**config.mk**
```make
export PLATFORM = sky130hd
export DESIGN_NAME = memory_arbiter_flat
export DESIGN_NICKNAME = d
export VERILOG_FILES = /design/src/rtl/memory_arbiter_if.sv /design/src/rtl/memory_arbiter.sv /design/src/flat_wrapper.sv
export SDC_FILE = /design/constraint.sdc
export NUM_CORES = 1
export LEC_CHECK = 0
export ABC_CLOCK_PERIOD_IN_PS = 5500
export BUFFER_PORTS_ARGS = -buffer_cell sky130_fd_sc_hd__buf_2
export CAP_MARGIN = 10
export CORE_AREA = 2 2 168 170
export DETAILED_ROUTE_END_ITERATION = 10
export DIE_AREA = 0 0 170 172
export SLEW_MARGIN = 10
export SYNTH_ARGS = -nofsm -noshare
export SYNTH_HDL_FRONTEND = slang
export SYNTH_SLANG_ARGS = --single-unit
```
**constraint.sdc**
```tcl
create_clock -name CLK -period 5.5 [get_ports CLK]
set_input_delay 1.1 -clock CLK [delete_from_list [all_inputs] [get_ports CLK]]
set_output_delay 1.1 -clock CLK [all_outputs]
set_load 0.01 [all_outputs]
```
**src/rtl/memory_arbiter_if.sv**
```systemverilog
`default_nettype none
// ============================================================================
// Module      : memory_arbiter_if
// Description : Cache-miss request/response bundle for NCPU cores plus the
//               single shared RAM port.
// Revision    : 1.0 - initial release
// ============================================================================
interface memory_arbiter_if #(
  parameter int NCPU = 2
);
  // cache side
  logic [NCPU-1:0]       iREN;
  logic [NCPU-1:0][31:0] iaddr;
  logic [NCPU-1:0]       dREN;
  logic [NCPU-1:0]       dWEN;
  logic [NCPU-1:0][31:0] daddr;
  logic [NCPU-1:0][31:0] dstore;
  logic [NCPU-1:0]       iwait;
  logic [NCPU-1:0][31:0] iload;
  logic [NCPU-1:0]       dwait;
  logic [NCPU-1:0][31:0] dload;
  // RAM side
  logic                  ramREN;
  logic                  ramWEN;
  logic [31:0]           ramaddr;
  logic [31:0]           ramstore;
  logic [31:0]           ramload;
  logic [1:0]            ramstate;

  // Arbiter view
  modport slave (
    input  iREN, iaddr, dREN, dWEN, daddr, dstore, ramload, ramstate,
    output iwait, iload, dwait, dload, ramREN, ramWEN, ramaddr, ramstore
  );

  // Cache + RAM environment view
  modport master (
    output iREN, iaddr, dREN, dWEN, daddr, dstore, ramload, ramstate,
    input  iwait, iload, dwait, dload, ramREN, ramWEN, ramaddr, ramstore
  );
endinterface
`default_nettype wire

```
**src/rtl/memory_arbiter.sv**
```systemverilog
`default_nettype none
// ============================================================================
// Module      : memory_arbiter
// Description : Arbitrates icache/dcache miss traffic from NCPU cores onto one
//               RAM port; data beats instruction, round-robin within a class.
// Revision    : 1.0 - initial release
// ============================================================================
module memory_arbiter #(
  parameter int NCPU = 2
) (
  input  logic              CLK,
  input  logic              nRST,
  memory_arbiter_if.slave   bus
);

  localparam int                 c_PTR_W      = (NCPU > 1) ? $clog2(NCPU) : 1;
  localparam logic [c_PTR_W-1:0] c_LAST       = c_PTR_W'(NCPU - 1);
  localparam logic [1:0]         c_RAM_ACCESS = 2'd2;

  typedef enum logic [1:0] {
    IDLE  = 2'd0,
    DSERV = 2'd1,
    ISERV = 2'd2
  } state_t;

  state_t               r_state, w_state_nxt;
  logic [c_PTR_W-1:0]   r_grant, w_grant_nxt;
  logic [c_PTR_W-1:0]   r_irr,   w_irr_nxt;
  logic [c_PTR_W-1:0]   r_drr,   w_drr_nxt;
  logic                 r_write, w_write_nxt;

  logic [NCPU-1:0]       w_dreq;
  logic [c_PTR_W-1:0]    w_pick_d;
  logic [c_PTR_W-1:0]    w_pick_i;
  logic [c_PTR_W-1:0]    w_grant_inc;

  logic [NCPU-1:0]       w_iwait;
  logic [NCPU-1:0]       w_dwait;
  logic [NCPU-1:0][31:0] w_iload;
  logic [NCPU-1:0][31:0] w_dload;
  logic                  w_ram_ren;
  logic                  w_ram_wen;
  logic [31:0]           w_ram_addr;
  logic [31:0]           w_ram_store;

  // First requester at or after ptr, wrapping modulo NCPU.
  function automatic logic [c_PTR_W-1:0] f_pick(input logic [NCPU-1:0]    req,
                                                input logic [c_PTR_W-1:0] ptr);
    logic [c_PTR_W-1:0] idx;
    logic               found;
    f_pick = ptr;
    found  = 1'b0;
    idx    = ptr;
    for (int i = 0; i < NCPU; i++) begin
      if (!found && req[idx]) begin
        f_pick = idx;
        found  = 1'b1;
      end
      idx = (idx == c_LAST) ? '0 : idx + 1'b1;
    end
  endfunction

  assign w_dreq      = bus.dREN | bus.dWEN;
  assign w_pick_d    = f_pick(w_dreq, r_drr);
  assign w_pick_i    = f_pick(bus.iREN, r_irr);
  assign w_grant_inc = (r_grant == c_LAST) ? '0 : r_grant + 1'b1;

  always_ff @(posedge CLK or negedge nRST) begin
    if (!nRST) begin
      r_state <= IDLE;
      r_grant <= '0;
      r_irr   <= '0;
      r_drr   <= '0;
      r_write <= 1'b0;
    end else begin
      r_state <= w_state_nxt;
      r_grant <= w_grant_nxt;
      r_irr   <= w_irr_nxt;
      r_drr   <= w_drr_nxt;
      r_write <= w_write_nxt;
    end
  end

  always_comb begin
    w_state_nxt = r_state;
    w_grant_nxt = r_grant;
    w_irr_nxt   = r_irr;
    w_drr_nxt   = r_drr;
    w_write_nxt = r_write;
    w_iwait     = '1;
    w_dwait     = '1;
    w_iload     = '0;
    w_dload     = '0;
    w_ram_ren   = 1'b0;
    w_ram_wen   = 1'b0;
    w_ram_addr  = '0;
    w_ram_store = '0;

    case (r_state)
      IDLE: begin
        if (|w_dreq) begin
          w_state_nxt = DSERV;
          w_grant_nxt = w_pick_d;
          // simultaneous read+write from one CPU is serviced as a write
          w_write_nxt = bus.dWEN[w_pick_d];
        end else if (|bus.iREN) begin
          w_state_nxt = ISERV;
          w_grant_nxt = w_pick_i;
          w_write_nxt = 1'b0;
        end
      end

      DSERV: begin
        if (w_dreq[r_grant]) begin
          w_ram_addr = bus.daddr[r_grant];
          if (r_write) begin
            w_ram_wen   = 1'b1;
            w_ram_store = bus.dstore[r_grant];
          end else begin
            w_ram_ren   = 1'b1;
          end
          if (bus.ramstate == c_RAM_ACCESS) begin
            w_dwait[r_grant] = 1'b0;
            if (!r_write) begin
              w_dload[r_grant] = bus.ramload;
            end
            w_state_nxt = IDLE;
            w_drr_nxt   = w_grant_inc;
          end
        end else begin
          // requester withdrew: abandon without advancing the pointer
          w_state_nxt = IDLE;
        end
      end

      ISERV: begin
        if (bus.iREN[r_grant]) begin
          w_ram_ren  = 1'b1;
          w_ram_addr = bus.iaddr[r_grant];
          if (bus.ramstate == c_RAM_ACCESS) begin
            w_iwait[r_grant] = 1'b0;
            w_iload[r_grant] = bus.ramload;
            w_state_nxt      = IDLE;
            w_irr_nxt        = w_grant_inc;
          end
        end else begin
          w_state_nxt = IDLE;
        end
      end

      default: begin
        w_state_nxt = IDLE;
      end
    endcase
  end

  assign bus.iwait    = w_iwait;
  assign bus.dwait    = w_dwait;
  assign bus.iload    = w_iload;
  assign bus.dload    = w_dload;
  assign bus.ramREN   = w_ram_ren;
  assign bus.ramWEN   = w_ram_wen;
  assign bus.ramaddr  = w_ram_addr;
  assign bus.ramstore = w_ram_store;

endmodule
`default_nettype wire

```
**src/flat_wrapper.sv**
```systemverilog
// flat-port wrapper written by rule: the top's interface ports become plain ports
module memory_arbiter_flat 
#(
  parameter int NCPU = 2
)
  (CLK, nRST, bus_iREN, bus_iaddr, bus_dREN, bus_dWEN, bus_daddr, bus_dstore, bus_ramload, bus_ramstate, bus_iwait, bus_iload, bus_dwait, bus_dload, bus_ramREN, bus_ramWEN, bus_ramaddr, bus_ramstore);
  memory_arbiter_if #(.NCPU(NCPU)) bus_i ();
  input  logic CLK;
  input  logic nRST;
  input wire logic [$bits(bus_i.iREN)-1:0] bus_iREN;
  input wire logic [$bits(bus_i.iaddr)-1:0] bus_iaddr;
  input wire logic [$bits(bus_i.dREN)-1:0] bus_dREN;
  input wire logic [$bits(bus_i.dWEN)-1:0] bus_dWEN;
  input wire logic [$bits(bus_i.daddr)-1:0] bus_daddr;
  input wire logic [$bits(bus_i.dstore)-1:0] bus_dstore;
  input wire logic [$bits(bus_i.ramload)-1:0] bus_ramload;
  input wire logic [$bits(bus_i.ramstate)-1:0] bus_ramstate;
  output wire logic [$bits(bus_i.iwait)-1:0] bus_iwait;
  output wire logic [$bits(bus_i.iload)-1:0] bus_iload;
  output wire logic [$bits(bus_i.dwait)-1:0] bus_dwait;
  output wire logic [$bits(bus_i.dload)-1:0] bus_dload;
  output wire logic [$bits(bus_i.ramREN)-1:0] bus_ramREN;
  output wire logic [$bits(bus_i.ramWEN)-1:0] bus_ramWEN;
  output wire logic [$bits(bus_i.ramaddr)-1:0] bus_ramaddr;
  output wire logic [$bits(bus_i.ramstore)-1:0] bus_ramstore;
  assign bus_i.iREN = bus_iREN;
  assign bus_i.iaddr = bus_iaddr;
  assign bus_i.dREN = bus_dREN;
  assign bus_i.dWEN = bus_dWEN;
  assign bus_i.daddr = bus_daddr;
  assign bus_i.dstore = bus_dstore;
  assign bus_i.ramload = bus_ramload;
  assign bus_i.ramstate = bus_ramstate;
  assign bus_iwait = bus_i.iwait;
  assign bus_iload = bus_i.iload;
  assign bus_dwait = bus_i.dwait;
  assign bus_dload = bus_i.dload;
  assign bus_ramREN = bus_i.ramREN;
  assign bus_ramWEN = bus_i.ramWEN;
  assign bus_ramaddr = bus_i.ramaddr;
  assign bus_ramstore = bus_i.ramstore;
  memory_arbiter #(.NCPU(NCPU)) u_core (.CLK(CLK), .nRST(nRST), .bus(bus_i));
endmodule
```
==> results of run 1 <==
[logic make-up after synthesis]
family                     Yosys count
and+or+nand+nor                    215
muxes                               98
AOI/OAI and AO/OA                   49
buffers and inverters               44
DFF                                  6
adders and majority gates            4
[per-stage QoR]
step / worst slack [ps] / power (W) / instance area (um^2) / hold WS [ps] / utilization [%]
2_1_floorplan: 2260 / 0.000961 / 3010 / 488 / -
3_3_place_gp: 1540 / 0.00131 / 5430 / 534 / 19.8
3_5_place_dp: 1500 / 0.00133 / 5430 / 538 / 19.8
4_1_cts: 1350 / 0.00146 / 5510 / 547 / 20.1
5_1_grt: 1160 / 0.00156 / 5510 / 578 / 20.1
6_report: 1420 / 0.00144 / 5520 / 556 / 20.1
[cell usage in the layout, fill, tap and decap left out, types with 3 or more instances in the layout]
| cell | count |
|---|---|
| sky130_fd_sc_hd__clkbuf_16 | 3 |
| sky130_fd_sc_hd__dfrtp_1 | 5 |
| sky130_fd_sc_hd__buf_2 | 431 |
| sky130_fd_sc_hd__ha_1 | 4 |
| sky130_fd_sc_hd__o22ai_1 | 34 |
| sky130_fd_sc_hd__nor2_1 | 35 |
| sky130_fd_sc_hd__nand2_1 | 5 |
| sky130_fd_sc_hd__buf_4 | 4 |
| sky130_fd_sc_hd__mux2i_1 | 96 |
| sky130_fd_sc_hd__o21ai_0 | 5 |
| sky130_fd_sc_hd__inv_1 | 6 |
| sky130_fd_sc_hd__and2_1 | 161 |
[registers in the layout, summed over array words and instances, names as in the netlist]
| name | count |
|---|---|
| u_core.r_grant | 1 |
| u_core.r_write | 1 |
| u_core.r_drr | 1 |
| u_core.r_state | 2 |
| u_core.r_irr | 1 |
[area by class of cell]
type                            count  area share (%)
Multi-Input combinational cell    366            47.8
Antenna cell                        1          0.0454
Clock buffer                        4            1.43
Sequential cell                     6            2.79
Inverter                            6           0.408
Timing Repair Buffer              435            39.7
Tap cell                          346            7.85
[Yosys cell counts (4+ instances only)]
library cell / number / area (um^2)
sky130_fd_sc_hd__nand2_1: 5 / 18.8
sky130_fd_sc_hd__nor2_1: 37 / 139
sky130_fd_sc_hd__ha_1: 4 / 50.1
sky130_fd_sc_hd__buf_2: 15 / 75.1
sky130_fd_sc_hd__dfrtp_1: 6 / 150
sky130_fd_sc_hd__clkbuf_1: 12 / 45.0
sky130_fd_sc_hd__buf_6: 8 / 90.1
sky130_fd_sc_hd__mux2i_1: 96 / 961
sky130_fd_sc_hd__o22ai_1: 34 / 213
sky130_fd_sc_hd__and2_1: 161 / 1010
sky130_fd_sc_hd__o21ai_0: 5 / 25.0
sky130_fd_sc_hd__inv_1: 6 / 22.5
[power groups by stage]
stage	logic (W)	registers, W	clock network [W]
floorplan	0.000885	0.0000759	0
global placement	0.00113	0.000182	0
detailed placement	0.00115	0.000184	0
CTS	0.00115	0.000183	0.000124
global route	0.00124	0.000190	0.000128
finish	0.00114	0.000179	0.000123
[how the worst max path moves through the flow]
stage                     slack [ps]               to                        from  cells past startpoint
after floorplan                 2260  bus_ramaddr[12]                 bus_dWEN[1]                      6
after global placement          1540    bus_iload[41]             bus_ramstate[0]                      5
after detailed placement        1500    bus_iload[26]                 bus_iREN[1]                      7
after CTS                       1350    bus_iload[26]  u_core.r_grant$_DFFE_PN0P_                      6
after global routing            1160     bus_iload[2]  u_core.r_grant$_DFFE_PN0P_                      6
final                           1420    bus_iload[17]  u_core.r_grant$_DFFE_PN0P_                      6
[metal layers]
layer	GRT usage, %	up-vias
met5	0	-
met4	0.966	0
met3	1.08	6
met2	18.1	250
met1	10.5	1988
li1	-	2216
==> reports/summary.txt, run 1 <==
result of the run -> finished clean
MaxCap Viol Count -> 0
Worst Hold Class -> reg2reg
post-synthesis instance area -> 3010 um^2
antenna violations before repair -> 0
share of total power in combinational logic -> 79.1%
cell family contributing the most delay on the critical path -> simple AND/OR/NAND/NOR gates
floorplan row count -> 61
starting utilization of the core area -> 10.9%
Routed WL per cell -> 13.4 um
post-route non-filler standard cell count -> 1164
root buffer selected by CTS -> sky130_fd_sc_hd__clkbuf_16
Final ANT Viol Nets -> 0
final hold violations -> 0
slowest library cell on the worst path -> sky130_fd_sc_hd__dfrtp_4
routed wire length -> 15600 um
Via-to-Cell Ratio -> 3.83
routed length on met2 -> 8050 um
unrepaired setup endpoints after global routing -> no
startpoint of the most critical hold path -> u_core.r_drr$_DFFE_PN0P_
worst clock skew -> 3.29 ps
post-DP HPWL -> 12800 um
storage element area -> 154 um^2
number of storage elements in the synthesis netlist -> 6
Core Footprint -> 27500 um^2
Pwr Density -> 262 nW/um^2
worst reg2reg path depth -> 4
count of buffer and inverter cells on the critical path -> 2
Synth async-reset ratio -> 100%
Arrival @ worst endpoint -> 2980 ps
switching component of the power -> 0.000730 W
Clock H-tree levels -> 1
number of distinct library cells after synthesis -> 37
Area Overhead vs Synth -> 83.4%
clock-pin slew on the worst setup and hold paths -> 40 ps
Compound-Gate Fraction of Synth Area -> 10.5%
number of enable-type register cells in the synthesized netlist -> 0
post-synthesis adder-cell area fraction -> 1.66%
GR Overflow Total -> 0
number of global-route vias before repair -> 4248
kind of end point of the critical path -> output port
mux contribution to synthesized area -> 32.7%
max-slew violation count -> 0
DRC violation total after the first TritonRoute iteration -> 129
element type at the critical path start -> register
Post-Synth Simple-Gate Area -> 41.9%
terminus of the critical flop-to-flop path -> u_core.r_state[0]$_DFFE_PN0P_
share of the clock period used by the worst path -> 74.1%
PostCTS Resize Cnt -> 0
number of iterations in the first detailed-routing pass -> 4
Synth Instances -> 416
Pint -> 0.000715 W
final-stage net count -> 1056
Finish-stage setup viols -> 0
part of the power in registers -> 12.4%
number of buffers added to fix hold violations after cts -> 0
clk_lat worst skew -> 230 ps
worst ir drop on vdd -> 161 uV
DRC violations left -> 0
Highest Clock Rate -> 245 MHz
CP Data Required Time -> 4400 ps
time the final worst path needs with I/O delays and setup -> 4080 ps
largest driver fanout on the critical path -> 50
delay of the slowest cell on the worst path -> 980 ps
final total negative setup slack -> 0 ps
via count -> 4460
Filler cells -> 3113
post-synthesis net count -> 654
worst-margin pin slew -> 1120 ps
GRT Util Overall -> 9.03%
post-synthesis share of cell area spent on xor and xnor gates -> 0%
met3 wirelength from detailed routing -> 1210 um
total setup buffers inserted after CTS -> 0
combinational family with the most area after synthesis -> simple AND/OR/NAND/NOR gates
die extent in y -> 172 um
overall die area -> 29200 um^2
switching portion of total power -> 50.5%
Mapped Avg Cell Area -> 7.23 um^2
largest net degree at the start of global routing -> 57
final weighted congestion in routability-driven placement -> 0.776
proportion of power drawn by the clock network -> 8.5%
max layer used -> met4
Yosys Warn Count -> 0
Longest Clk Path Bufs -> 2
launching point of the worst reg2reg path -> u_core.r_grant$_DFFE_PN0P_
Multi-input gate area -> 2640 um^2
Routed met1 length -> 6270 um
most used flip-flop cell after synthesis -> sky130_fd_sc_hd__dfrtp_1
count of pins on the block boundary -> 432
CTS Buf Count -> 3
wire length of the first global-routing pass -> 21300 um
worst path cell trace -> mux2_1, nand2_2, nor3_4, buf_4, and2_1, buf_2
slack of the worst reg-to-reg path -> 2840 ps
clock tree sinks -> 6
Chip Width -> 170 um
I/O Buffers -> 431
worst min-delay path endpoint -> u_core.r_drr$_DFFE_PN0P_
Hold Path Cell Cnt -> 1
worst setup path class -> reg2out
number of instances in the placed design -> 1159
TritonCTS clock tree -> built
sequential element share of the synthesized area -> 4.99%
total leakage power -> 3.44 nW
Max transition margin -> 25.1%
share of post-route cells with drive strength above 1 -> 54.7%
Power figures use the tool's default switching activity.
==> run 2, diff against run 1 <==
Settings changed: ABC_CLOCK_PERIOD_IN_PS 5500 to 4200, CORE_AREA 2 2 168 170 to 2 2 166 168, DIE_AREA 0 0 170 172 to 0 0 168 170.
Clock period 5.5 ns to 4.2 ns, I/O delays scaled along.
==> reports/summary.txt, run 2 (synthesis results as in run 1) <==
Area Overhead vs Synth -> 84.7%
worst clock skew -> 0.623 ps
final total negative setup slack -> 0 ps
Clock H-tree levels -> 1
largest net degree at the start of global routing -> 72
largest driver fanout on the critical path -> 37
MaxCap Viol Count -> 0
Pwr Density -> 345 nW/um^2
clock-pin slew on the worst setup and hold paths -> 30 ps
post-route core utilization -> 20.8%
share of post-route cells with drive strength above 1 -> 54.9%
CTS Buf Count -> 3
Finish-stage setup viols -> 0
worst ir drop on vdd -> 267 uV
Via-to-Cell Ratio -> 3.86
number of instances in the placed design -> 1158
leading cell types in the layout, fill and taps excluded -> sky130_fd_sc_hd__buf_2, sky130_fd_sc_hd__and2_1, sky130_fd_sc_hd__mux2i_1, sky130_fd_sc_hd__nor2_1, sky130_fd_sc_hd__o22ai_1
root buffer selected by CTS -> sky130_fd_sc_hd__clkbuf_16
PostCTS Resize Cnt -> 0
number of global-route vias before repair -> 4275
met3 wirelength from detailed routing -> 1500 um
Longest Clk Path Bufs -> 2
worst-margin pin slew -> 1010 ps
number of buffers added to fix hold violations after cts -> 0
final hold violations -> 0
share of the clock period used by the worst path -> 84.7%
count of pins on the block boundary -> 432
wire length of the first global-routing pass -> 22800 um
Routed WL per cell -> 13.9 um
Arrival @ worst endpoint -> 2720 ps
starting utilization of the core area -> 11.3%
post-route worst setup slack -> 641 ps
total leakage power -> 3.46 nW
kind of end point of the critical path -> output port
TritonCTS clock tree -> built
Final ANT Viol Nets -> 0
max-slew violation count -> 0
clk_lat worst skew -> 230 ps
unrepaired setup endpoints after global routing -> no
DRC violations left -> 0
Highest Clock Rate -> 281 MHz
Routed met1 length -> 6350 um
post-route non-filler standard cell count -> 1164
Max transition margin -> 32.6%
clock tree sinks -> 6
worst setup path class -> reg2out
number of iterations in the first detailed-routing pass -> 4
Core Footprint -> 26700 um^2
via count -> 4496
Chip Width -> 168 um
die extent in y -> 170 um
routed length on met2 -> 8090 um
floorplan row count -> 60
number of flip-flops under the largest register name -> 2
GRT Util Overall -> 9.98%
I/O Buffers -> 431
most common library cell in the layout ignoring fill and taps -> sky130_fd_sc_hd__buf_2
result of the run -> finished clean
final weighted congestion in routability-driven placement -> 0.763
final-stage net count -> 1060
minimum setup slack after placement -> 755 ps
time the final worst path needs with I/O delays and setup -> 3560 ps
antenna violations before repair -> 6
GR Overflow Total -> 0
max layer used -> met5
CP Data Required Time -> 3360 ps
element type at the critical path start -> register
Worst Hold Class -> in2async
DRC violation total after the first TritonRoute iteration -> 128
post-DP HPWL -> 13500 um
total setup buffers inserted after CTS -> 0
register name with the most flops -> u_core.r_state
routed wire length -> 16200 um
overall die area -> 28600 um^2
run 2: changes by cell type in the layout (fill, tap and decap cells not counted), sizes merged:
cell   previous run  this run
buf             435       439
diode             1         2
run 2: layout make-up:
cell class              instances  area (um^2)
clock buffers                   4         78.8
inverters                       6         22.5
flip-flops and latches          6          154
fillers                      2984        21100
repair buffers                439         2230
multi-input cells             366         2640
diodes                          2         5.00
well taps                     341          427
run 2: routing by layer:
layer / vias to the layer above / global-route usage (%)
met3: 18 / 2.09
li1: 2221 / -
met1: 1994 / 11.3
met2: 257 / 19.0
met5: - / 0
met4: 6 / 2.42
run 2: path summary, 6_finish.rpt:
| path | slack (ps) | endpoint | from | depth (start not counted) |
|---|---|---|---|---|
| max in group asynchronous | 3620 | u_core.r_grant$_DFFE_PN0P_ | nRST | 1 |
| min in group CLK | 530 | u_core.r_irr$_DFFE_PN0P_ | u_core.r_irr$_DFFE_PN0P_ | 2 |
| worst max-delay path | 640 | bus_dload[5] | u_core.r_grant$_DFFE_PN0P_ | 7 |
| worst min-delay path | 420 | u_core.r_state[1]$_DFFE_PN0P_ | nRST | 1 |
| worst max register to register | 1820 | u_core.r_state[0]$_DFFE_PN0P_ | u_core.r_grant$_DFFE_PN0P_ | 5 |
| worst min register to register | 530 | u_core.r_irr$_DFFE_PN0P_ | u_core.r_irr$_DFFE_PN0P_ | 2 |
run 2: worst max-delay path, cell delays in order, from the launching register on:
cell	delay, ps
sky130_fd_sc_hd__dfrtp_4	820
sky130_fd_sc_hd__or3b_1	450
sky130_fd_sc_hd__o311ai_4	80
sky130_fd_sc_hd__buf_4	460
sky130_fd_sc_hd__nor4_4	70
sky130_fd_sc_hd__buf_4	240
sky130_fd_sc_hd__and2_1	200
sky130_fd_sc_hd__buf_2	130
run 2: power by group:
part	switching (W)	internal, W
clock	0.0000346	0.000126
sequential	0.000113	0.0000827
combinational	0.000820	0.000739
run 2: stage by stage:
step | instance area, um^2 | hold WS [ps] | total power, W
floorplan | 3010 | 488 | 0.00126
global placement | 5470 | 526 | 0.00176
detailed placement | 5470 | 530 | 0.00178
CTS | 5550 | 425 | 0.00194
global route | 5550 | 435 | 0.00207
finish | 5550 | 423 | 0.00192
